===== config.mk =====
export PLATFORM = sky130hd
export DESIGN_NAME = obstacle_frame_scheduler
export DESIGN_NICKNAME = d
export VERILOG_FILES = /design/src/rtl/obstacle_frame_scheduler.sv
export SDC_FILE = /design/constraint.sdc
export NUM_CORES = 1
export LEC_CHECK = 0
export CORE_MARGIN = 4
export CORE_UTILIZATION = 41
export DETAILED_ROUTE_END_ITERATION = 16
export GPL_TIMING_DRIVEN = 1
export PLACE_DENSITY = 0.73
export SYNTH_ARGS = -nofsm -noshare
export SYNTH_HDL_FRONTEND = slang
export SYNTH_SLANG_ARGS = --single-unit

===== constraint.sdc =====
create_clock -name clk -period 4.1 [get_ports clk]
set_input_delay 0.82 -clock clk [delete_from_list [all_inputs] [get_ports clk]]
set_output_delay 0.82 -clock clk [all_outputs]
set_load 0.1 [all_outputs]

===== src/rtl/obstacle_frame_scheduler.sv =====
// Per-frame obstacle table sweep: streams every entry to game logic, then issues new_frame.
// Also owns the game-over / restart lifecycle and the game-logic reset.
module obstacle_frame_scheduler #(
  parameter int unsigned NUM_OBSTACLES = 16,
  parameter int unsigned FIRSTROW_MAX  = 319,
  parameter int unsigned RESTART_HOLD  = 4
) (
  input  logic                             clk,
  input  logic                             rst,
  input  logic                             frame_start,
  input  logic                             pause,
  input  logic                             restart,
  input  logic                             game_over,
  output logic                             rd_en,
  output logic [$clog2(NUM_OBSTACLES)-1:0] rd_addr,
  input  logic [15:0]                      rd_data,
  output logic [15:0]                      obstacle,
  output logic                             obstacle_valid,
  output logic                             firstrow,
  output logic                             new_frame,
  output logic                             game_rst,
  output logic                             busy,
  output logic                             overrun,
  output logic [15:0]                      frame_count
);

  localparam int unsigned AW = $clog2(NUM_OBSTACLES);
  localparam int unsigned HW = $clog2(RESTART_HOLD + 1);

  typedef enum logic [2:0] {
    StIdle,
    StScan,
    StDrain,
    StTick,
    StOver,
    StRestart
  } state_e;

  state_e        state_q, state_d;
  logic [AW-1:0] idx_q, idx_d;
  logic          drain_q, drain_d;
  logic [HW-1:0] hold_q, hold_d;
  logic [15:0]   frame_count_q, frame_count_d;
  logic          overrun_q, overrun_d;
  logic          rd_en_q;
  logic [15:0]   obstacle_q;
  logic          valid_q, firstrow_q;
  logic          fwd_en;

  assign rd_en          = (state_q == StScan);
  assign rd_addr        = rd_en ? idx_q : '0;
  assign busy           = (state_q == StScan) || (state_q == StDrain) || (state_q == StTick);
  assign game_rst       = rst || (state_q == StRestart);
  assign obstacle       = obstacle_q;
  assign obstacle_valid = valid_q;
  assign firstrow       = firstrow_q;
  assign overrun        = overrun_q;
  assign frame_count    = frame_count_q;

  always_comb begin
    state_d       = state_q;
    idx_d         = idx_q;
    drain_d       = drain_q;
    hold_d        = hold_q;
    frame_count_d = frame_count_q;
    overrun_d     = overrun_q;
    new_frame     = 1'b0;

    if (busy && frame_start) begin
      overrun_d = 1'b1;
    end

    // Restart pre-empts everything, including a simultaneous frame_start or tick.
    if (restart) begin
      state_d       = StRestart;
      hold_d        = '0;
      idx_d         = '0;
      frame_count_d = '0;
      overrun_d     = 1'b0;
    end else begin
      unique case (state_q)
        StIdle: begin
          if (game_over) begin
            state_d = StOver;
          end else if (frame_start) begin
            state_d = StScan;
            idx_d   = '0;
          end
        end
        StScan: begin
          if (idx_q == AW'(NUM_OBSTACLES - 1)) begin
            state_d = StDrain;
            idx_d   = '0;
            drain_d = 1'b0;
          end else begin
            idx_d = idx_q + 1'b1;
          end
        end
        StDrain: begin
          if (drain_q) begin
            state_d = StTick;
          end else begin
            drain_d = 1'b1;
          end
        end
        StTick: begin
          if (game_over) begin
            state_d = StOver;
          end else if (pause) begin
            state_d = StIdle;
          end else begin
            new_frame     = 1'b1;
            frame_count_d = frame_count_q + 16'd1;
            state_d       = StIdle;
          end
        end
        StOver: begin
        end
        StRestart: begin
          frame_count_d = '0;
          overrun_d     = 1'b0;
          if (hold_q == HW'(RESTART_HOLD - 1)) begin
            state_d = StIdle;
          end else begin
            hold_d = hold_q + 1'b1;
          end
        end
        default: state_d = StIdle;
      endcase
    end
  end

  // Forwarding is squashed the cycle a restart is sampled and throughout the hold.
  assign fwd_en = rd_en_q && !restart && (state_q != StRestart);

  always_ff @(posedge clk) begin
    if (rst) begin
      state_q       <= StIdle;
      idx_q         <= '0;
      drain_q       <= 1'b0;
      hold_q        <= '0;
      frame_count_q <= '0;
      overrun_q     <= 1'b0;
      rd_en_q       <= 1'b0;
      obstacle_q    <= '0;
      valid_q       <= 1'b0;
      firstrow_q    <= 1'b0;
    end else begin
      state_q       <= state_d;
      idx_q         <= idx_d;
      drain_q       <= drain_d;
      hold_q        <= hold_d;
      frame_count_q <= frame_count_d;
      overrun_q     <= overrun_d;
      rd_en_q       <= rd_en;
      obstacle_q    <= rd_data;
      valid_q       <= fwd_en;
      firstrow_q    <= fwd_en && (rd_data[15:13] != 3'b000) &&
                       ({21'd0, rd_data[10:0]} <= FIRSTROW_MAX);
    end
  end

endmodule


# Word level (Yosys, flattened, before mapping)
# Cells that the tools add are included.
[classes]
n_addsub = 3
magnitude_cmp = 1
eq_ne = 21
n_mux = 22
n_bitwise = 3
n_reduce_logical = 22
[ops]
columns = ["cell", "count"]
rows = [
  ["16-bit two-way mux", 2],
  ["16-bit case mux with 2 select lines", 1],
  ["3-bit two-way mux", 7],
  ["3-bit case mux with 6 select lines", 1],
  ["16-bit by 1-bit adder with 16-bit output, second input constant", 1],
  ["4-bit two-way mux", 4],
  ["2-bit inequality test, second input constant", 6],
  ["11-bit by 9-bit less-or-equal comparator with 1-bit output, second input constant", 1],
  ["5-bit AND reduction", 2],
  ["3-bit by 2-bit equality test with 1-bit output, second input constant", 3],
  ["3-bit inequality test, second input constant", 3],
  ["3-bit AND reduction", 3],
  ["4-bit case mux with 2 select lines", 1],
  ["3-bit equality test, second input constant", 2],
  ["3-bit by 2-bit inequality test with 1-bit output, second input constant", 2],
  ["2-bit nonzero test", 3],
  ["1-bit logical AND", 5],
  ["1-bit two-way mux", 5],
  ["4-bit by 1-bit adder with 4-bit output, second input constant", 1],
  ["4-bit equality test, second input constant", 1],
  ["2-bit by 1-bit inequality test with 1-bit output, second input constant", 2],
  ["4-bit inequality test, second input constant", 1],
  ["3-bit by 1-bit adder with 3-bit output, second input constant", 1],
  ["3-bit by 1-bit equality test with 1-bit output, second input constant", 1],
  ["9 further kinds", 13],
]
[word_totals]
reg_bits = 47
input_bits = 22
out_inout_bits = 43
word_cells = 83

# Logic depth before layout (Yosys ltp)
[depth]
depth_word = 5
mapped_depth = 6

# Least setup slack after synthesis
# Ideal clock, no wire load.
[synth_path]
path_kind = "input-to-output"
startpoint = "input game_over"
endpoint = "output new_frame"
t_arrival_ps = 2335
required_ps = 3280
setup_slack_ps = 945
path_stages = 3
n_path_buf = 0
path_cell_list = "nor2_1 -> nand3_1 -> nor2_1"
[synth_via]
elab_chain_cells = 3
[synth_rtl]
columns = ["item", "line_no", "text"]
rows = [
  ["start: declaration", "13", "input logic game_over,"],
  ["1-bit two-way mux", "107", "if (game_over) begin"],
  ["1-bit two-way mux", "81", "unique case (state_q)"],
  ["1-bit two-way mux", "74", "if (restart) begin"],
  ["end: declaration", "20", "output logic new_frame,"],
]
# No other way between the ends.

# Final worst setup path
[layout_path]
startpoint = "input game_over"
endpoint = "register frame_count_q[15] (netlist: frame_count[15])"
[layout_via]
elab_chain_cells = 2
[layout_rtl]
columns = ["item", "line_no", "text"]
rows = [
  ["2-bit inequality test (no source line)", "-", ""],
  ["3-bit AND reduction (no source line)", "-", ""],
  ["end signal: assignment", "153", "frame_count_q <= frame_count_d;"],
  ["end: declaration", "43", "logic [15:0] frame_count_q, frame_count_d;"],
]
# No other way between the ends.
# A chain may end at the register's enable or synchronous reset.

==> qor.csv <==
metric;value;unit
Mapped Nets;246;
post-route cell area;2695;um2
1st-iter DRT viols;110;
DP Worst Slack;0.8307;ns
Setup Total Neg Slack;0;ns
DIE AREA;5952;um2
Top FF cell, synth;dfxtp_1;
routed length on met3;341;um
slowest CP cell;or4b_1;
top-count cell post-synth;dfxtp_1;
# Post-CTS Setup Buffers;0;
WP buf/inv;1;
min-delay worst type;reg2reg;
Synth Cell Area;1961;um2
crit-path cells;clkdlybuf4s50_1, or4b_1, a2111o_1, or4_1, a21oi_1;
Post-layout nets;310;
metal2 WL;1923;um
Gate Count Post-Synth;220;
Seq cells post-synth;47;
skew final;0.01161;ns
CP arrival;3.18;ns
Metal-1 WL;1937;um
RSZ-0062 raised after global routing;false;
crit share post-route;72.66;%
cell taking the most area after synthesis;dfxtp_1;
startpoint types;input port;
CTS tree;done;
Synth Warn #;0;
Clock Latency Late Sink;0.29;ns
post_cts resized;0;
slowest stage delay, CP;0.71;ns
overflow left after global routing;0;
fill count;420;
Power Density;339.5;nW/um2
Area growth, synth to finish;37.46;%
placed inst area;2623;um2
Post-DRT Antenna Nets;0;
final worst path period need;2.979;ns
vias;1707;
outcome;completed;
Seq/Total Area, Yosys;47.99;%
initial core utilization;43.53;%
post-cts hold buffer count;0;
die span in x;77.15;um
GP Congestion;0.8162;
average cell area after synthesis;8.912;um2
Top delay family on crit path;simple AND/OR/NAND/NOR gates;
synth unique cells;41;
Max Freq;335.7;MHz
Clock Root Buffer;clkbuf_8;
Placed Cells;329;
maximum clock path buffer count;2;
VDD IR-drop max;0.2331;mV
largest net degree at the start of global routing;24;
Hold Slack;0.4618;ns
vias in the first global route;1615;
Final HPWL DP;3208;um
ratio of cells with drive above 1 in the final layout;8.127;%
Initial DRT Pass Iterations;5;
PnR worst setup slack;1.121;ns
IO Pins;65;
Hold Violations, Final;0;
CP Capture Type;flop;
first-pass GRT wire length;7189;um
worst-margin pin slew;0.9867;ns
Port Buffers;64;
CTS Buf Count;5;
synth top area cells;dfxtp_1 (48%), nor2b_1 (5.7%), a21oi_1 (4.6%);
Die Y;77.15;um
H-tree depth;2;
clock transition at the registers of the reported paths;0.09;ns
Data required, critical path;4.30;ns
Worst Path Max Fanout;10;
CORE AREA;4504;um2
via/cell ratio;5.096;
Final setup viols;0;
Synth top area share;47.99;%
Layout Cells excl Fill;335;
Slew HR;34.02;%
Tot GR Track Use;14.59;%
top routing layer used;met4;
Final Max Slew Viols;0;
wire per inst;12.72;um
Std-Cell Rows;24;
Post-synth EDFFs;0;
FFs w/ async S/R, synth;0;%
initial antenna violation count;0;
top cells by count, synth;dfxtp_1 (47), nor2_1 (24), a21oi_1 (18), nor2b_1 (18), o21ai_0 (13);
Max-Cap Viols;0;
Leak;0.9362;nW
Post-route DRC;0;
Clock Sink Count;47;
Crit Path Category;in2reg;
WL final;4260;um
diode count;0;
==> metrics by stage <==
stage / total power [W] / util (%)
floorplan: 0.0006188 / -
global placement: 0.0006741 / 58.22
detailed placement: 0.0006750 / 58.22
CTS: 0.0009303 / 59.83
global route: 0.0009555 / 59.83
finish: 0.0009149 / 59.83
==> layer usage <==
layer | vias to the layer above | track usage, %
met5 | - | 0
li1 | 889 | -
met2 | 43 | 22.97
met3 | 4 | 6.323
met1 | 771 | 17.60
met4 | 0 | 5.338
==> final timing paths <==
check | depth (start not counted) | slack (ns) | end | start
max | 5 | 1.12 | frame_count[15] | game_over
min | 2 | 0.46 | obstacle_valid | rd_en_q
max reg2reg | 4 | 1.77 | frame_count[15] | state_q[2]
min reg2reg | 2 | 0.46 | obstacle_valid | rd_en_q
==> cells in the final DEF, fill, tap and decap left out, drive strengths merged, types with 7 or more instances in the layout <==
master / netlist / layout
xnor2: 8 / 8
buf: 2 / 9
o21ai: 13 / 13
nand2: 10 / 10
nor2: 24 / 24
a21oi: 18 / 18
clkdlybuf4s50: 0 / 57
dfxtp: 47 / 47
nor2b: 18 / 18
inv: 7 / 7
==> kinds of logic after synthesis <==
kind of cell	after synthesis	synth area share [%]
buffers and inverters	17	3.638
adders and majority gates	4	2.553
xor gates and xnor gates	9	4.021
AOI/OAI and AO/OA	50	15.76
and+or+nand+nor	91	25.02
DFF	47	47.99
muxes	2	1.021
==> worst reg2reg max path, stage by stage (launching register included) <==
cell and delay (ns):
dfxtp_1 0.39, or4b_1 0.71, a2111o_1 0.56, or4_1 0.43, a21oi_1 0.15
==> registers in the layout, summed over array words and instances (netlist names) <==
| signal | cells |
|---|---|
| idx_q | 4 |
| obstacle | 16 |
| overrun | 1 |
| hold_q | 3 |
| rd_en_q | 1 |
| obstacle_valid | 1 |
| drain_q | 1 |
| firstrow | 1 |
| state_q | 3 |
| frame_count | 16 |
==> report_power, final <==
part	leakage (nW)	switching [W]	internal, W	total, W
Clock	0.0371	0.000138	0.000114	0.000251
Combinational	0.515	0.000132	0.0000562	0.000188
Sequential	0.384	0.00000601	0.000469	0.000475
Total	0.936	0.000275	0.000639	0.000915
==> cell type report <==
cell class              instances  area (um2)  area share, %
inverters                       8       30.03          1.114
multi-input cells             156       948.4          35.19
flip-flops and latches         47       940.9          34.91
repair buffers                 66       638.1          23.68
well taps                      52       65.06          2.414
clock buffers                   6       72.57          2.693
No activity file was read; power rests on OpenSTA's default activity.
